<file path="src/rtl/ifid_stall_ctrl.sv">
`default_nettype none
// ifid_stall_ctrl: fetch/decode hazard and stall sequencer on the cache clock.
// Registered PC/IF-ID/ID-EX controls, saturating stall counter, sticky miss timeout.
module ifid_stall_ctrl #(
  parameter int CNT_W        = 16,
  parameter int MISS_TIMEOUT = 64,
  parameter int TO_W         = 7
) (
  input  logic             CCLK,
  input  logic             RESET,
  input  logic             IC_MISS,
  input  logic             IC_READY,
  input  logic             DC_MISS,
  input  logic             DC_READY,
  input  logic             IDEX_MEMREAD,
  input  logic [4:0]       IDEX_RT,
  input  logic [4:0]       IFID_RS,
  input  logic [4:0]       IFID_RT,
  input  logic             BR_TAKEN,
  output logic             PC_WRITE,
  output logic             IFID_WRITE,
  output logic             IF_FLUSH,
  output logic             IDEX_BUBBLE,
  output logic [1:0]       STATE,
  output logic [CNT_W-1:0] STALL_CNT,
  output logic             ERR
);

  typedef enum logic [1:0] {
    RUN   = 2'd0,
    IMISS = 2'd1,
    DMISS = 2'd2,
    REDIR = 2'd3
  } state_t;

  localparam logic [TO_W-1:0]  TO_LIMIT = TO_W'(MISS_TIMEOUT);
  localparam logic [CNT_W-1:0] CNT_MAX  = '1;

  state_t          state_q;
  state_t          state_d;
  logic            pc_write_d;
  logic            ifid_write_d;
  logic            if_flush_d;
  logic            bubble_d;
  logic            run_eval;
  logic            luh;
  logic            miss_d;
  logic            enter_miss;
  logic [TO_W-1:0] to_cnt_q;
  logic [TO_W-1:0] to_cnt_d;
  logic            err_d;
  logic [CNT_W-1:0] stall_cnt_d;

  assign luh = IDEX_MEMREAD & (IDEX_RT != 5'd0) &
               ((IDEX_RT == IFID_RS) | (IDEX_RT == IFID_RT));

  // run_eval marks every cycle where the RUN priority rules decide the next state
  always_comb begin
    state_d      = state_q;
    pc_write_d   = 1'b0;
    ifid_write_d = 1'b0;
    if_flush_d   = 1'b0;
    bubble_d     = 1'b0;
    run_eval     = 1'b0;
    case (state_q)
      RUN, REDIR: run_eval = 1'b1;
      IMISS: begin
        if (DC_MISS || IC_READY) begin
          run_eval = 1'b1;
        end else begin
          bubble_d = 1'b1;
        end
      end
      DMISS: begin
        if (DC_READY) begin
          run_eval = 1'b1;
        end
      end
      default: run_eval = 1'b1;
    endcase
    if (run_eval) begin
      if (DC_MISS) begin
        state_d = DMISS;
      end else if (BR_TAKEN) begin
        state_d    = REDIR;
        if_flush_d = 1'b1;
        pc_write_d = 1'b1;
      end else if (IC_MISS) begin
        state_d  = IMISS;
        bubble_d = 1'b1;
      end else if (luh) begin
        state_d  = RUN;
        bubble_d = 1'b1;
      end else begin
        state_d      = RUN;
        pc_write_d   = 1'b1;
        ifid_write_d = 1'b1;
      end
    end
  end

  // Every entry into a miss state (including re-entry on READY) passes through run_eval.
  // The timeout counter holds the ordinal of the current miss cycle, zero outside a miss.
  assign miss_d     = (state_d == IMISS) || (state_d == DMISS);
  assign enter_miss = miss_d && run_eval;

  always_comb begin
    if (!miss_d) begin
      to_cnt_d = '0;
    end else if (enter_miss) begin
      to_cnt_d = TO_W'(1);
    end else if (to_cnt_q == TO_LIMIT) begin
      to_cnt_d = to_cnt_q;
    end else begin
      to_cnt_d = to_cnt_q + TO_W'(1);
    end
  end

  assign err_d = ERR | (miss_d && (to_cnt_d == TO_LIMIT));

  assign stall_cnt_d = (!pc_write_d && (STALL_CNT != CNT_MAX)) ?
                       STALL_CNT + CNT_W'(1) : STALL_CNT;

  always_ff @(posedge CCLK or posedge RESET) begin
    if (RESET) begin
      state_q     <= RUN;
      PC_WRITE    <= 1'b0;
      IFID_WRITE  <= 1'b0;
      IF_FLUSH    <= 1'b0;
      IDEX_BUBBLE <= 1'b0;
      STALL_CNT   <= '0;
      ERR         <= 1'b0;
      to_cnt_q    <= '0;
    end else begin
      state_q     <= state_d;
      PC_WRITE    <= pc_write_d;
      IFID_WRITE  <= ifid_write_d;
      IF_FLUSH    <= if_flush_d;
      IDEX_BUBBLE <= bubble_d;
      STALL_CNT   <= stall_cnt_d;
      ERR         <= err_d;
      to_cnt_q    <= to_cnt_d;
    end
  end

  assign STATE = state_q;

endmodule
`default_nettype wire

</file>
<file path="config.mk">
export PLATFORM = sky130hd
export DESIGN_NAME = ifid_stall_ctrl
export DESIGN_NICKNAME = d
export VERILOG_FILES = /design/src/rtl/ifid_stall_ctrl.sv
export SDC_FILE = /design/constraint.sdc
export NUM_CORES = 1
export LEC_CHECK = 0
export ABC_AREA = 1
export CAP_MARGIN = 15
export CORE_UTILIZATION = 54
export CTS_CLUSTER_DIAMETER = 100
export CTS_CLUSTER_SIZE = 25
export DETAILED_ROUTE_END_ITERATION = 8
export PLACE_DENSITY = 0.85
export SLEW_MARGIN = 0
export SYNTH_ARGS = -nofsm -noshare
export SYNTH_HDL_FRONTEND = slang
export SYNTH_SLANG_ARGS = --single-unit
</file>
<file path="constraint.sdc">
create_clock -name CCLK -period 4.2 [get_ports CCLK]
set_input_delay 0.84 -clock CCLK [delete_from_list [all_inputs] [get_ports CCLK]]
set_output_delay 0.84 -clock CCLK [all_outputs]
set_load 0.03 [all_outputs]
</file>
* After elaboration in Yosys (flattened, before gate mapping) *
Cells that the tools add are included.

storage, ports and cells
  word-level logic and storage cells = 61
  register bits after elaboration = 30
  input port bits = 23
  output and inout port bits = 23

cells by class
  bitwise operators = 4
  equality and inequality tests = 10
  reductions and logical operators = 9
  $add $sub $neg = 2
  mux-type cells = 28

operators with widths
  operator                                                                number
  1-bit 2-to-1 mux                                                        21
  7-bit 2-to-1 mux                                                        3
  16-bit by 1-bit adder with 16-bit output (second input constant)        1
  16-bit != test (second input constant)                                  1
  7-bit equality test (second input constant)                             2
  5-bit equality test                                                     2
  7-bit by 1-bit adder with 7-bit output (second input constant)          1
  2-bit equality test (second input constant)                             3
  2-bit 2-to-1 mux                                                        3
  5-bit nonzero test                                                      1
  2-bit by 1-bit equality test with 1-bit output (second input constant)  2
  1-bit logical AND                                                       3
  1-bit one-hot mux with 3 select lines                                   1
  1-bit AND                                                               2
  2-bit logical NOT                                                       1
  1-bit logical OR                                                        2
  1-bit bitwise OR                                                        2
  2-bit OR reduction                                                      1
  1-bit logical NOT                                                       1

* Depth between registers and ports, before layout *
  word-level depth = 12
  mapped depth = 14

* Worst setup path before layout *
Ideal clock, no wire load.

  path type = in2reg
  start = input port IC_READY
  end = register STALL_CNT[15]
  setup slack = 2336 ps
  data required time = 4081 ps
  stages on the path = 9
  data arrival time = 1745 ps
  buffers on the path = 1
  cell sequence = o21ai_2 nand3_2 inv_2 nor2_2 nand2_4 nand2_4 buf_6 nand2_1 nand2_1

between the ends
  cells in the longest elaborated chain, start to end = 6

ends and longest elaborated chain
  what                                   RTL line  text
  from (decl)                            12        input logic IC_READY,
  1-bit logical OR                       68        if (DC_MISS || IC_READY) begin
  1-bit 2-to-1 mux                       68
  1-bit one-hot mux with 3 select lines  65        case (state_q)
  1-bit 2-to-1 mux                       81        if (run_eval) begin
  1-bit logical NOT                      121       assign stall_cnt_d = (!pc_write_d && (STALL_CNT != CNT_MAX)) ?
  1-bit logical AND                      121
  to (signal assigned)                   140       STALL_CNT <= stall_cnt_d;
  to (decl)                              25        output logic [CNT_W-1:0] STALL_CNT,

No other way between the ends.
A chain may end at the register's enable or synchronous reset.

* Final worst setup path *
  start = register STALL_CNT[2]
  end = output port STALL_CNT[2]

No word-level cell between the ends.

==> impl_metrics.yaml <==
run_status:
  status: "complete, no violations"
cts:
  cts-root-buf: "clkbuf_4"
  ctsHtreeMaxLevel: 2
  clock_sinks: 30
  post_cts_resized: 0
  numCtsBuffers: 5
  cts_tree: "done"
  postCtsHoldBufs: 0
  postCtsSetupBuffers: 0
  clk_pin_slew_ns: 0.10
  clockBufferDepth: 2
  insertion_delay_ns: 0.33
setup_path:
  worstSetupEndpointType: "primary output"
  slowest_delay_ns: 0.71
  cp.arrival_ns: 1.52
  path_class: "register to primary output"
  cp_num_buf_inv: 1
  startpoint_type: "register"
  reg2reg_to: "to_cnt_q[6]$_DFF_PP0_"
  path_max_fanout: 7
  crit_required_ns: 3.36
  cp_cell_sequence: "clkdlybuf4s50_1"
  ff2ff_path_depth: 11
  r2r_start: "STATE[0]$_DFF_PP0_"
  cp_top_family: "buffers and inverters"
  ff2ff_setup_slack_ns: 2.25
  slowest_stage: "clkdlybuf4s50_1"
worst_hold_path:
  holdPathEnd: "ERR$_DFF_PP0_"
  min_path_type: "register to register"
  hp-start: "ERR$_DFF_PP0_"
  holdPathStages: 2
logic_synthesis:
  synthCells: 275
  yosys_warnings: 0
  syn_nets: 303
  syn_area_um2: 1979
  synth_cell_types: 26
  ys_ff_latch: 30
  synth-seq-area-share: 0.3793
  avgSynthCellArea_um2: 7.198
layout:
  syn_to_final_growth_pct: 28.89
  n_antenna_cell: 0
  final_cell_mix: "nand2_1 (86), clkdlybuf4s50_1 (45), inv_1 (39)"
  final_cell_area_um2: 2551
  nets: 353
  drive_gt1_frac: 0.07362
  final_common_cell: "nand2_1"
  fin_util: 0.7469
  stdcell_count: 372
drt:
  via_per_inst: 5.118
  wire_per_inst_um: 11.44
  ant_nets: 0
  vias: 1904
  routed_wl_mm: 4.255
  drt_iter0_markers: 156
  drtPass1Iterations: 4
  drc_errors: 0
power:
  p_leak_nw: 1.355
  total_power_mw: 1.172
  ir_worst_vdd_uv: 348.6
  power_density_nw_per_um2: 459.3
grt:
  overflow: 0
  grt_max_degree: 31
  grt_pass1_wl_mm: 7.452
  track_usage: 0.2436
  grt_pass1_vias: 1724
  antenna_found_initial: 0
floorplanning:
  fp.dieW_um: 62.55
  dieArea_um2: 3912
  coreArea_um2: 3416
  pin_count: 46
  die_h_um: 62.55
  start_util: 0.5795
  rows: 21
sta:
  fin_setup_tns_ns: 0
  period_share: 0.5617
  skew_ns: 0.01486
  tightest_slew_ns: 0.3264
  hold_slack_ns: 0.5116
  setup_viol: 0
  period_needed_ns: 2.359
  fmax_mhz: 423.8
  hold_violations: 0
  max_slew_margin: 0.7807
  drv_slew: 0
  fin_ws_ns: 1.841
  rsz0062_at_grt: "false"
placement:
  dp_slack_ns: 1.599
  placed_cells: 363
  placedInstanceArea_um2: 2464
  portBuffers: 45
  finalWeightedCongestion: 0.9039
  dpl.hpwl_mm: 3.196
run:
  max-cap-violations: 0
## report_power, final
part           total (mW)  internal (mW)  switching [mW]  leakage (nW)
sequential          0.412          0.345          0.0673         0.395
combinational       0.581          0.211           0.370         0.924
clock               0.179         0.0811          0.0977        0.0353
## flip-flops by register name, indices dropped and copies added (netlist names)
name	count
ERR	1
IDEX_BUBBLE	1
IFID_WRITE	1
IF_FLUSH	1
PC_WRITE	1
STALL_CNT	16
STATE	2
to_cnt_q	7
## metal layers
metal	up-vias	part of all wire	track usage	wire [um]
met4	0	0.019	0.1105	80
met1	853	0.43	0.3112	1835
met3	10	0.072	0.06204	305
li1	962	-	-	-
met2	79	0.48	0.3872	2032
met5	-	0	0	0
## cell families after synthesis
family	after synthesis	synth area share
AO/OA/AOI/OAI	7	0.02276
buffers and inverters	48	0.09734
AND/OR/NAND/NOR	165	0.3805
XOR/XNOR	20	0.08850
flip-flops	30	0.3793
adder cells (fa/ha/maj)	5	0.03161
## worst max-delay path by stage
stage / slack (ns) / cells past startpoint / endpoint / from
after floorplan: 2.34 / 9 / STALL_CNT[15]$_DFFE_PP0P_ / IC_READY
after global placement: 1.64 / 14 / STALL_CNT[5]$_DFFE_PP0P_ / IDEX_RT[0]
after detailed placement: 1.60 / 10 / to_cnt_q[6]$_DFF_PP0_ / DC_MISS
after CTS: 1.84 / 1 / STALL_CNT[2] / STALL_CNT[2]$_DFFE_PP0P_
after global routing: 1.69 / 14 / STALL_CNT[13]$_DFFE_PP0P_ / IDEX_RT[0]
final: 1.84 / 1 / STALL_CNT[2] / STALL_CNT[2]$_DFFE_PP0P_
## layout make-up
type | count | area (um^2)
clock buffers | 7 | 55.05
clock inverters | 1 | 5.005
fillers | 273 | 864.6
inverters | 45 | 168.9
multi-input cells | 197 | 1036
flip-flops and latches | 30 | 750.7
well taps | 46 | 57.56
repair buffers | 46 | 478.0
## Yosys cell counts
cell type | number | area share
nor3_4 | 1 | 0.0082
ha_1 | 5 | 0.032
nand2_2 | 2 | 0.0063
nand3_1 | 31 | 0.078
o21ai_2 | 1 | 0.0044
nand4_1 | 9 | 0.028
nand2_4 | 2 | 0.011
inv_1 | 39 | 0.074
inv_2 | 6 | 0.011
nand3b_1 | 1 | 0.0038
o31ai_1 | 1 | 0.0038
nor3_1 | 8 | 0.020
xor2_1 | 12 | 0.053
a31o_2 | 1 | 0.0044
xnor2_1 | 8 | 0.035
nand3_2 | 1 | 0.0051
buf_6 | 1 | 0.0057
buf_2 | 1 | 0.0025
dfrtp_1 | 30 | 0.38
nor2_1 | 22 | 0.042
nand2_1 | 86 | 0.16
a21oi_1 | 2 | 0.0051
buf_4 | 1 | 0.0038
nor2_2 | 1 | 0.0032
o21ai_0 | 2 | 0.0051
nand4_4 | 1 | 0.011
(Power assumes the default switching activity.)
